--- src/rtl/display_pkg.sv ---
// display_pkg: shared display geometry defaults, segment-index encoding and decoder states
package display_pkg;
  localparam int WIDTH_D = 120;
  localparam int HEIGHT_D = 52;
  localparam int NB_SEGMENTS_D = 70;
  function automatic int seg_w(input int n);
    return $clog2(n + 1);
  endfunction
  localparam int SEG_W_D = seg_w(NB_SEGMENTS_D);
  typedef logic [SEG_W_D-1:0] seg_idx_t;
  localparam seg_idx_t SEG_NONE = '1;
  typedef enum logic [1:0] {IDLE, ACCUM, RESULT} dec_state_t;
endpackage

--- src/rtl/pix2seg_map.sv ---
// pix2seg_map: combinational pixel-index to segment-index lookup (all-ones = no segment)
module pix2seg_map import display_pkg::*; #(
  parameter int NB_PIX = WIDTH_D * HEIGHT_D,
  parameter int NB_SEGMENTS = NB_SEGMENTS_D,
  parameter int SEG_PIX = NB_PIX / NB_SEGMENTS,
  parameter int EXTRA_PIX = 0,
  parameter int EXTRA_SEG = -1,
  localparam int PW = $clog2(NB_PIX),
  localparam int SW = seg_w(NB_SEGMENTS)
) (
  input  logic [PW-1:0] i_pix_idx,
  output logic [SW-1:0] o_seg
);
  logic [31:0] w_idx;
  assign w_idx = 32'(i_pix_idx);
  // segments own contiguous runs of SEG_PIX pixels; one extra pixel may be remapped to any segment
  assign o_seg = (EXTRA_SEG >= 0 && w_idx == EXTRA_PIX) ? SW'(EXTRA_SEG)
               : (w_idx < NB_SEGMENTS * SEG_PIX) ? SW'(w_idx / SEG_PIX) : '1;
endmodule

--- src/rtl/seg_frame_decoder.sv ---
// seg_frame_decoder: accumulates per-segment hits over NB_FRAMES pixel frames and majority-decides the message
module seg_frame_decoder import display_pkg::*; #(
  parameter int WIDTH = WIDTH_D,
  parameter int HEIGHT = HEIGHT_D,
  parameter int NB_SEGMENTS = NB_SEGMENTS_D,
  parameter int NB_FRAMES = 8,
  parameter int THRESHOLD = 4,
  parameter int SEG_PIX = (WIDTH * HEIGHT) / NB_SEGMENTS,
  parameter int EXTRA_PIX = 0,
  parameter int EXTRA_SEG = -1
) (
  input  logic                   clk,
  input  logic                   rst,
  input  logic                   start,
  input  logic                   pix_valid,
  output logic                   pix_ready,
  input  logic                   pix_sof,
  input  logic                   pix_data,
  output logic                   res_valid,
  input  logic                   res_ready,
  output logic [NB_SEGMENTS-1:0] res_msg,
  output logic                   sof_err
);
  localparam int NPIX = WIDTH * HEIGHT;
  localparam int PW = $clog2(NPIX);
  localparam int HW = $clog2(NB_FRAMES + 1);
  localparam int SW = seg_w(NB_SEGMENTS);
  dec_state_t r_state;
  logic [PW-1:0] r_pix_idx, w_idx;
  logic [HW-1:0] r_frame_cnt;
  logic [NB_SEGMENTS-1:0] r_seen, w_seen_next, w_msg;
  logic [HW-1:0] r_hits [NB_SEGMENTS];
  logic [HW-1:0] w_hits_next [NB_SEGMENTS];
  logic [SW-1:0] w_seg;
  logic w_acc, w_drop, w_resync, w_last, w_frame_last;
  assign w_acc = pix_valid & pix_ready;
  assign w_drop = (r_pix_idx == '0) & ~pix_sof;
  assign w_resync = pix_sof & (r_pix_idx != '0);
  assign w_idx = w_resync ? '0 : r_pix_idx;
  assign w_last = w_idx == PW'(NPIX - 1);
  assign w_frame_last = r_frame_cnt == HW'(NB_FRAMES - 1);
  pix2seg_map #(
    .NB_PIX(NPIX), .NB_SEGMENTS(NB_SEGMENTS), .SEG_PIX(SEG_PIX),
    .EXTRA_PIX(EXTRA_PIX), .EXTRA_SEG(EXTRA_SEG)
  ) u_map (.i_pix_idx(w_idx), .o_seg(w_seg));
  // the beat being accepted is folded in before the frame-end hit update
  always_comb begin
    w_seen_next = '0;
    w_msg = '0;
    w_hits_next = '{default: '0};
    for (int s = 0; s < NB_SEGMENTS; s++) begin
      w_seen_next[s] = (~w_resync & r_seen[s]) | (pix_data & (w_seg == SW'(s)));
      w_hits_next[s] = r_hits[s] + HW'(w_seen_next[s]);
      w_msg[s] = 32'(w_hits_next[s]) >= THRESHOLD;
    end
  end
  always_ff @(posedge clk) begin
    if (rst) begin
      r_state <= IDLE;
      pix_ready <= 1'b0;
      res_valid <= 1'b0;
      res_msg <= '0;
      sof_err <= 1'b0;
      r_pix_idx <= '0;
      r_frame_cnt <= '0;
      r_seen <= '0;
      r_hits <= '{default: '0};
    end else if (start) begin
      r_state <= ACCUM;
      pix_ready <= 1'b1;
      res_valid <= 1'b0;
      sof_err <= 1'b0;
      r_pix_idx <= '0;
      r_frame_cnt <= '0;
      r_seen <= '0;
      r_hits <= '{default: '0};
    end else if (r_state == ACCUM && w_acc) begin
      if (w_drop) begin
        sof_err <= 1'b1;
      end else begin
        if (w_resync) sof_err <= 1'b1;
        if (w_last) begin
          r_hits <= w_hits_next;
          r_seen <= '0;
          r_pix_idx <= '0;
          r_frame_cnt <= r_frame_cnt + HW'(1);
          if (w_frame_last) begin
            r_state <= RESULT;
            pix_ready <= 1'b0;
            res_valid <= 1'b1;
            res_msg <= w_msg;
          end
        end else begin
          r_seen <= w_seen_next;
          r_pix_idx <= w_idx + PW'(1);
        end
      end
    end else if (r_state == RESULT && res_ready) begin
      r_state <= IDLE;
      res_valid <= 1'b0;
    end
  end
endmodule

--- config.mk ---
export PLATFORM = sky130hd
export DESIGN_NAME = seg_frame_decoder
export DESIGN_NICKNAME = d
export VERILOG_FILES = /design/src/rtl/display_pkg.sv /design/src/rtl/pix2seg_map.sv /design/src/rtl/seg_frame_decoder.sv
export SDC_FILE = /design/constraint.sdc
export NUM_CORES = 1
export LEC_CHECK = 0
export ABC_AREA = 0
export CAP_MARGIN = 25
export CORE_AREA = 4 4 226 228
export DETAILED_ROUTE_END_ITERATION = 10
export DIE_AREA = 0 0 230 232
export GPL_TIMING_DRIVEN = 0
export HOLD_SLACK_MARGIN = 0.12
export PLACE_DENSITY_LB_ADDON = 0.2
export SYNTH_ARGS = -nofsm -noshare
export SYNTH_HDL_FRONTEND = slang
export SYNTH_SLANG_ARGS = --single-unit
--- constraint.sdc ---
create_clock -name clk -period 27.9 [get_ports clk]
set_clock_uncertainty 0.1 [all_clocks]
set_input_delay 5.58 -clock clk [delete_from_list [all_inputs] [get_ports clk]]
set_output_delay 5.58 -clock clk [all_outputs]
set_load 0.02 [all_outputs]
Word level (Yosys, flattened, before mapping). Index checks and enable logic that the tools add are counted.

Add/subtract/negate cells: 72. Div/mod/pow operators: 1. $lt $le $gt $ge: 71. Eq/ne operators: 80. Mux-type cells: 22. Bitwise gates (word level): 217. Reduce and logical (&&, ||, !) cells: 19.

Operators by type and width (count): 4-bit by 1-bit adder with 4-bit output (70); 4-bit by 3-bit >= comparator with 1-bit output (second input constant) (70); 7-bit by 6-bit equality test with 1-bit output (second input constant) (32); 1-bit AND (143); 7-bit by 5-bit equality test with 1-bit output (second input constant) (16); 70-bit 2-to-1 mux (1); 1-bit bitwise OR (70); 7-bit by 4-bit equality test with 1-bit output (second input constant) (8); 7-bit equality test (second input constant) (6); 13-bit by 7-bit divider with 32-bit output (second input constant) (1); 7-bit by 3-bit equality test with 1-bit output (second input constant) (4); 13-bit 2-to-1 mux (2); 7-bit by 2-bit equality test with 1-bit output (second input constant) (2); 13-bit by 1-bit adder with 13-bit output (second input constant) (1); 13-bit equality test (second input constant) (1); 13-bit logical NOT (1); 13-bit less-than comparator (second input constant) (1); 1-bit 2-to-1 mux (13); 13-bit nonzero test (1); 4-bit AND reduction (3); 2-bit 2-to-1 mux (5); 2-bit nonzero test (5); 3-bit != test (second input constant) (3); 2-bit != test (second input constant) (4); other kinds (14) (19).

Register bits: 442. Bits of input ports: 7. Word-level logic and storage cells: 561.

Logic depth before layout (Yosys ltp).
Depth after elaboration: 10. Depth in mapped cells: 45.

Cells and area by module. Synthesis repeated with hierarchy kept, for this count alone.

Cells, all modules: 2994. Area, all modules: 23597.6 µm².

Modules (own cells, without submodules): seg_frame_decoder (instances 1, cells an instance 2646, area each 21130.3 µm², seq. area each 8828.5 µm²); pix2seg_map (instances 1, cells an instance 348, area each 2467.4 µm², seq. area each 0.0 µm²).

Least setup slack after synthesis. No wires, ideal clock.

Path kind: input port to flip-flop. Start point: input port pix_sof. End point: register res_msg[12]. Data arrival time: 13.533 ns. Data required time: 27.668 ns. Setup slack: 14.135 ns. Stages on the path: 41. Path buffers: 8. Cell sequence: ha_1 -> buf_2 -> buf_1 -> clkbuf_1 -> buf_1 -> nor2_1 -> ha_1 -> or2_2 -> nor4_4 -> o21a_4 -> nand2_1 -> o311a_1 -> a211oi_4 -> mux2_1 -> or2_1 -> buf_4 -> o211ai_4 -> a211oi_4 -> [... 5 more ...] -> inv_1 -> a21oi_1 -> o2111ai_1 -> nand3_1 -> o21a_1 -> xnor2_1 -> a21oi_1 -> or4b_4 -> and2_1 -> buf_6 -> buf_6 -> o41ai_2 -> ha_1 -> ha_1 -> nand3_1 -> o21a_1 -> o221ai_1 -> a21oi_1.

Longest elaborated chain between the ends: 9. Elaborated cells between the ends (all ways): 17. Those cells by class: 1 x add/sub; 1 x div; 2 x order compare; 2 x eq/ne; 2 x mux; 8 x bitwise; 1 x reduce/logical.

RTL lines: start, declared (RTL line seg_frame_decoder.sv:17) `input logic pix_sof,`; 1-bit AND (RTL line seg_frame_decoder.sv:38) `assign w_resync = pix_sof & (r_pix_idx != '0);`; 13-bit 2-to-1 mux (RTL line seg_frame_decoder.sv:39) `assign w_idx = w_resync ? '0 : r_pix_idx;`; 13-bit by 7-bit divider with 32-bit output or 13-bit less-than comparator (tied branches) (RTL line pix2seg_map.sv:18) `: (w_idx < NB_SEGMENTS * SEG_PIX) ? SW'(w_idx / SEG_PIX) : '1;`; 7-bit 2-to-1 mux (RTL line pix2seg_map.sv:18); 7-bit by 4-bit equality test with 1-bit output (RTL line seg_frame_decoder.sv:52) `w_seen_next[s] = (~w_resync & r_seen[s]) | (pix_data & (w_seg == SW'(s)));`; 1-bit AND (RTL line seg_frame_decoder.sv:52); 1-bit bitwise OR (RTL line seg_frame_decoder.sv:52); 4-bit by 1-bit adder with 4-bit output (RTL line seg_frame_decoder.sv:53) `w_hits_next[s] = r_hits[s] + HW'(w_seen_next[s]);`; 4-bit by 3-bit >= comparator with 1-bit output (RTL line seg_frame_decoder.sv:54) `w_msg[s] = 32'(w_hits_next[s]) >= THRESHOLD;`; end signal, assigned (RTL line seg_frame_decoder.sv:91) `res_msg <= w_msg;`; end, declared (RTL line seg_frame_decoder.sv:21) `output logic [NB_SEGMENTS-1:0] res_msg,`.

Several ways; a longest one is shown, not always the timed one. A chain may end at the register's enable or synchronous reset.

Worst setup path after layout.
Start point: input port pix_sof. End point: register res_msg[56].

Longest elaborated chain between the ends: 9. Elaborated cells between the ends (all ways): 17. Those cells by class: 1 x add/sub; 1 x div; 2 x order compare; 2 x eq/ne; 2 x mux; 8 x bitwise; 1 x reduce/logical.

RTL lines (RTL line): 1-bit AND (seg_frame_decoder.sv:38); 13-bit 2-to-1 mux (seg_frame_decoder.sv:39); 13-bit by 7-bit divider with 32-bit output or 13-bit less-than comparator (tied branches) (pix2seg_map.sv:18); 7-bit 2-to-1 mux (pix2seg_map.sv:18); 7-bit by 6-bit equality test with 1-bit output (seg_frame_decoder.sv:52); 1-bit AND (seg_frame_decoder.sv:52); 1-bit bitwise OR (seg_frame_decoder.sv:52); 4-bit by 1-bit adder with 4-bit output (seg_frame_decoder.sv:53); 4-bit by 3-bit >= comparator with 1-bit output (seg_frame_decoder.sv:54).

Several ways; a longest one is shown, not always the timed one.

==> metrics <==
GRT Overall Usage 25.4%; maximum vdd ir drop ~50 uV; register area share after synthesis between 30% and 40%; ys async rst share 0%; Sink Count approximately 440; initial antenna violation count 0; synthesized netlist cell count 2871; post-DR vias/cell ~5.9; post-layout util between 50% and 60%; most frequent cells in the layout 610 x nand2_1, 441 x dfxtp_1, 256 x a21oi_1, 209 x nand3_1, 208 x nor2_1; GRT overflow 0; Hold Path End r_seen[4]$_SDFFE_PP0P_; RSZ-0062 raised after global routing no; Worst-Margin Slew between 1 and 1.5 ns; fin crit share 58.7%; Multi-input gate area 0.0137 sq mm; DR WL/cell ~19 um; Seq. cell area 0.00883 sq mm; number of synthesis warnings 0; Die X between 200 and 250 um; type of origin of the critical path primary input; CP Class in -> reg; Slowest cell on crit path buf_1; Pleak 9.36 nW; outcome completed; R2R cell count 42; first-pass GRT wire length between 100000 and 150000 um; R2R Path End res_msg[56]$_SDFFE_PP0P_; DRC 0; vias in the first global route between 20000 and 25000; dpl cell area between 0.02 and 0.03 sq mm; CTS tree done; commonest non-fill, non-tap cell in the layout nand2_1; Yosys cell types 100; synth-to-layout area growth 14.5%; post-CTS setup buffer count 0; Fmax 61.0 MHz; HP Start r_seen[4]$_SDFFE_PP0P_; Final setup violation count 0; nets ~3200; H-tree lvl count 2; Setup Total Neg Slack 0 ns; Clock Latency Late Sink around 0.6 ns; min cycle time layout 16.39 ns; Net Count, Synth roughly 3000; first-pass detailed-route iteration total 6; Cell Rows 81; routed vias between 20000 and 25000; drt initial violations 1957; post-CTS sizing 0; layout cell share with drive strength beyond 1 roughly 5.5%; n_diodes 0; io pins 80; Filler cells approximately 4600; most used cell, CP ha_1; Initial Util between 40% and 50%; FF+latch count, synth roughly 440; Routed WL between 60000 and 70000 um; final worst slack 11.51 ns; Crit path arrival time approximately 17 ns; Worst-path clk slew 0.06 ns; slowest cell delay on critical path around 0.7 ns; root buffer cell clkbuf_16; slew margin rel. around a third; kind of end point of the critical path flip-flop; origin of the critical flop-to-flop path r_pix_idx[9]$_SDFFE_PP0P_; Die Footprint roughly 0.053 sq mm; post-route cell area 0.0268 sq mm; R2R setup slack between 15 and 20 ns; Synth Cell Area between 0.02 and 0.025 sq mm; Mean Syn Cell Area slightly above 8 sq um; ys flop type dfxtp_1; Pwr Total about 1.3 mW; pwr/cell area 49.9 mW/mm^2; CP Max Fanout 10; Detail Route Antenna Nets 0; die height approximately 230 um; fin. max-slew vios 0; Core Area 0.0488 sq mm; Final Hold Viols 0; EDFF count, synth 0; number of port buffers ~80; dpl ws 11.14 ns; hold-critical path depth 2; cts bufs inserted between 40 and 50; CTS Hold Bufs 0; DP HPWL slightly below 50000 um; CTS max path bufs 3; CP required 28.25 ns; worst min path class reg -> reg; Max Cap Violations 0; largest net degree at the start of global routing 14; GPL Wtd Cong 0.923
-- how the worst max path moves through the flow --
stage	startpoint	to	slack, ns	cells past startpoint
2_1_floorplan	pix_sof	res_msg[12]$_SDFFE_PP0P_	14.13	41
3_3_place_gp	pix_sof	res_msg[44]$_SDFFE_PP0P_	11.14	40
3_5_place_dp	pix_sof	res_msg[44]$_SDFFE_PP0P_	11.14	40
4_1_cts	pix_sof	res_msg[4]$_SDFFE_PP0P_	11.76	40
5_1_grt	pix_sof	res_msg[56]$_SDFFE_PP0P_	11.10	40
6_report	pix_sof	res_msg[56]$_SDFFE_PP0P_	11.51	40
-- layout make-up --
| cell class | count | share of cell area, % |
|---|---|---|
| tap | 664 | 3.11 |
| clock buffer | 76 | 5.52 |
| multi-input combinational | 2229 | 51.3 |
| sequential | 441 | 33.0 |
| timing repair buffer | 84 | 3.14 |
| clock inverter | 14 | 0.875 |
| inverter | 19 | 0.267 |
| buffer | 182 | 2.82 |
-- routing by layer --
layer | vias to the layer above | part of all wire, % | GRT usage, %
met1 | 10500 | 43 | 33.1
met4 | 0 | 3.5 | 9.53
met2 | 659 | 47 | 43.0
met3 | 153 | 6.2 | 3.82
li1 | 10500 | - | -
met5 | - | 0 | 0
-- sequential cells by signal, summed over array words and instances, names as in the netlist --
| signal | flops |
|---|---|
| r_hits | 280 |
| r_seen | 70 |
| res_msg | 70 |
| r_pix_idx | 13 |
| r_frame_cnt | 4 |
| pix_ready | 1 |
| r_state | 1 |
| res_valid | 1 |
| sof_err | 1 |
-- where the power goes --
part	total (mW)	switching, mW	internal (mW)
clock	0.683	0.272	0.411
combinational	0.0218	0.0180	0.00382
sequential	0.630	0.000191	0.630
-- critical path: cells and delay by family --
family	cells	cell delay, ns
buffers and inverters	8	3.14
AOI/OAI and AO/OA	13	2.66
xor gates and xnor gates	2	0.35
adders and majority gates	5	1.40
and+or+nand+nor	10	2.64
muxes	2	0.92
-- per-stage QoR --
stage	instances	hold WS [ns]
after global placement	3613	0.326
after floorplan	2871	0.317
after CTS	3709	0.345
after detailed placement	3619	0.331
after global routing	3709	0.369
final	3709	0.343
-- cell usage after synthesis, drive strengths merged (4+ instances only) --
cell type | n | share of area, %
a211o | 4 | 0.15
a211oi | 11 | 0.57
a21o | 6 | 0.19
a21oi | 260 | 5.6
a22oi | 7 | 0.25
a311o | 4 | 0.17
a31o | 9 | 0.34
a31oi | 12 | 0.32
a32o | 34 | 1.5
a41o | 14 | 0.60
and2 | 6 | 0.16
and3 | 8 | 0.24
buf | 27 | 0.73
clkbuf | 155 | 2.5
dfxtp | 441 | 38
ha | 149 | 8.0
inv | 18 | 0.29
mux2i | 6 | 0.26
nand2 | 611 | 9.8
nand3 | 211 | 4.6
nand3b | 5 | 0.16
nand4 | 83 | 2.2
nor2 | 212 | 3.5
nor2b | 20 | 0.54
nor3 | 22 | 0.56
nor4 | 8 | 0.28
nor4b | 4 | 0.15
o2111ai | 7 | 0.26
o211ai | 13 | 0.60
o21a | 67 | 2.2
o21ai | 64 | 1.4
o221ai | 65 | 2.5
o2bb2ai | 33 | 1.2
o311ai | 8 | 0.30
o31ai | 27 | 1.0
o32ai | 6 | 0.29
o41ai | 6 | 0.29
or2 | 9 | 0.24
or3 | 6 | 0.16
xnor2 | 21 | 0.79
xor2 | 150 | 5.6
-- logic make-up after synthesis --
| family | count (synthesis) | synth area share (%) |
|---|---|---|
| AO/OA/AOI/OAI | 677 | 20.5 |
| XOR/XNOR | 172 | 6.51 |
| adder cells (fa/ha/maj) | 152 | 8.11 |
| buffers and inverters | 201 | 3.53 |
| flip-flops | 441 | 37.8 |
| multiplexers | 9 | 0.418 |
| AND/OR/NAND/NOR | 1219 | 23.1 |
(Power assumes the default switching activity.)
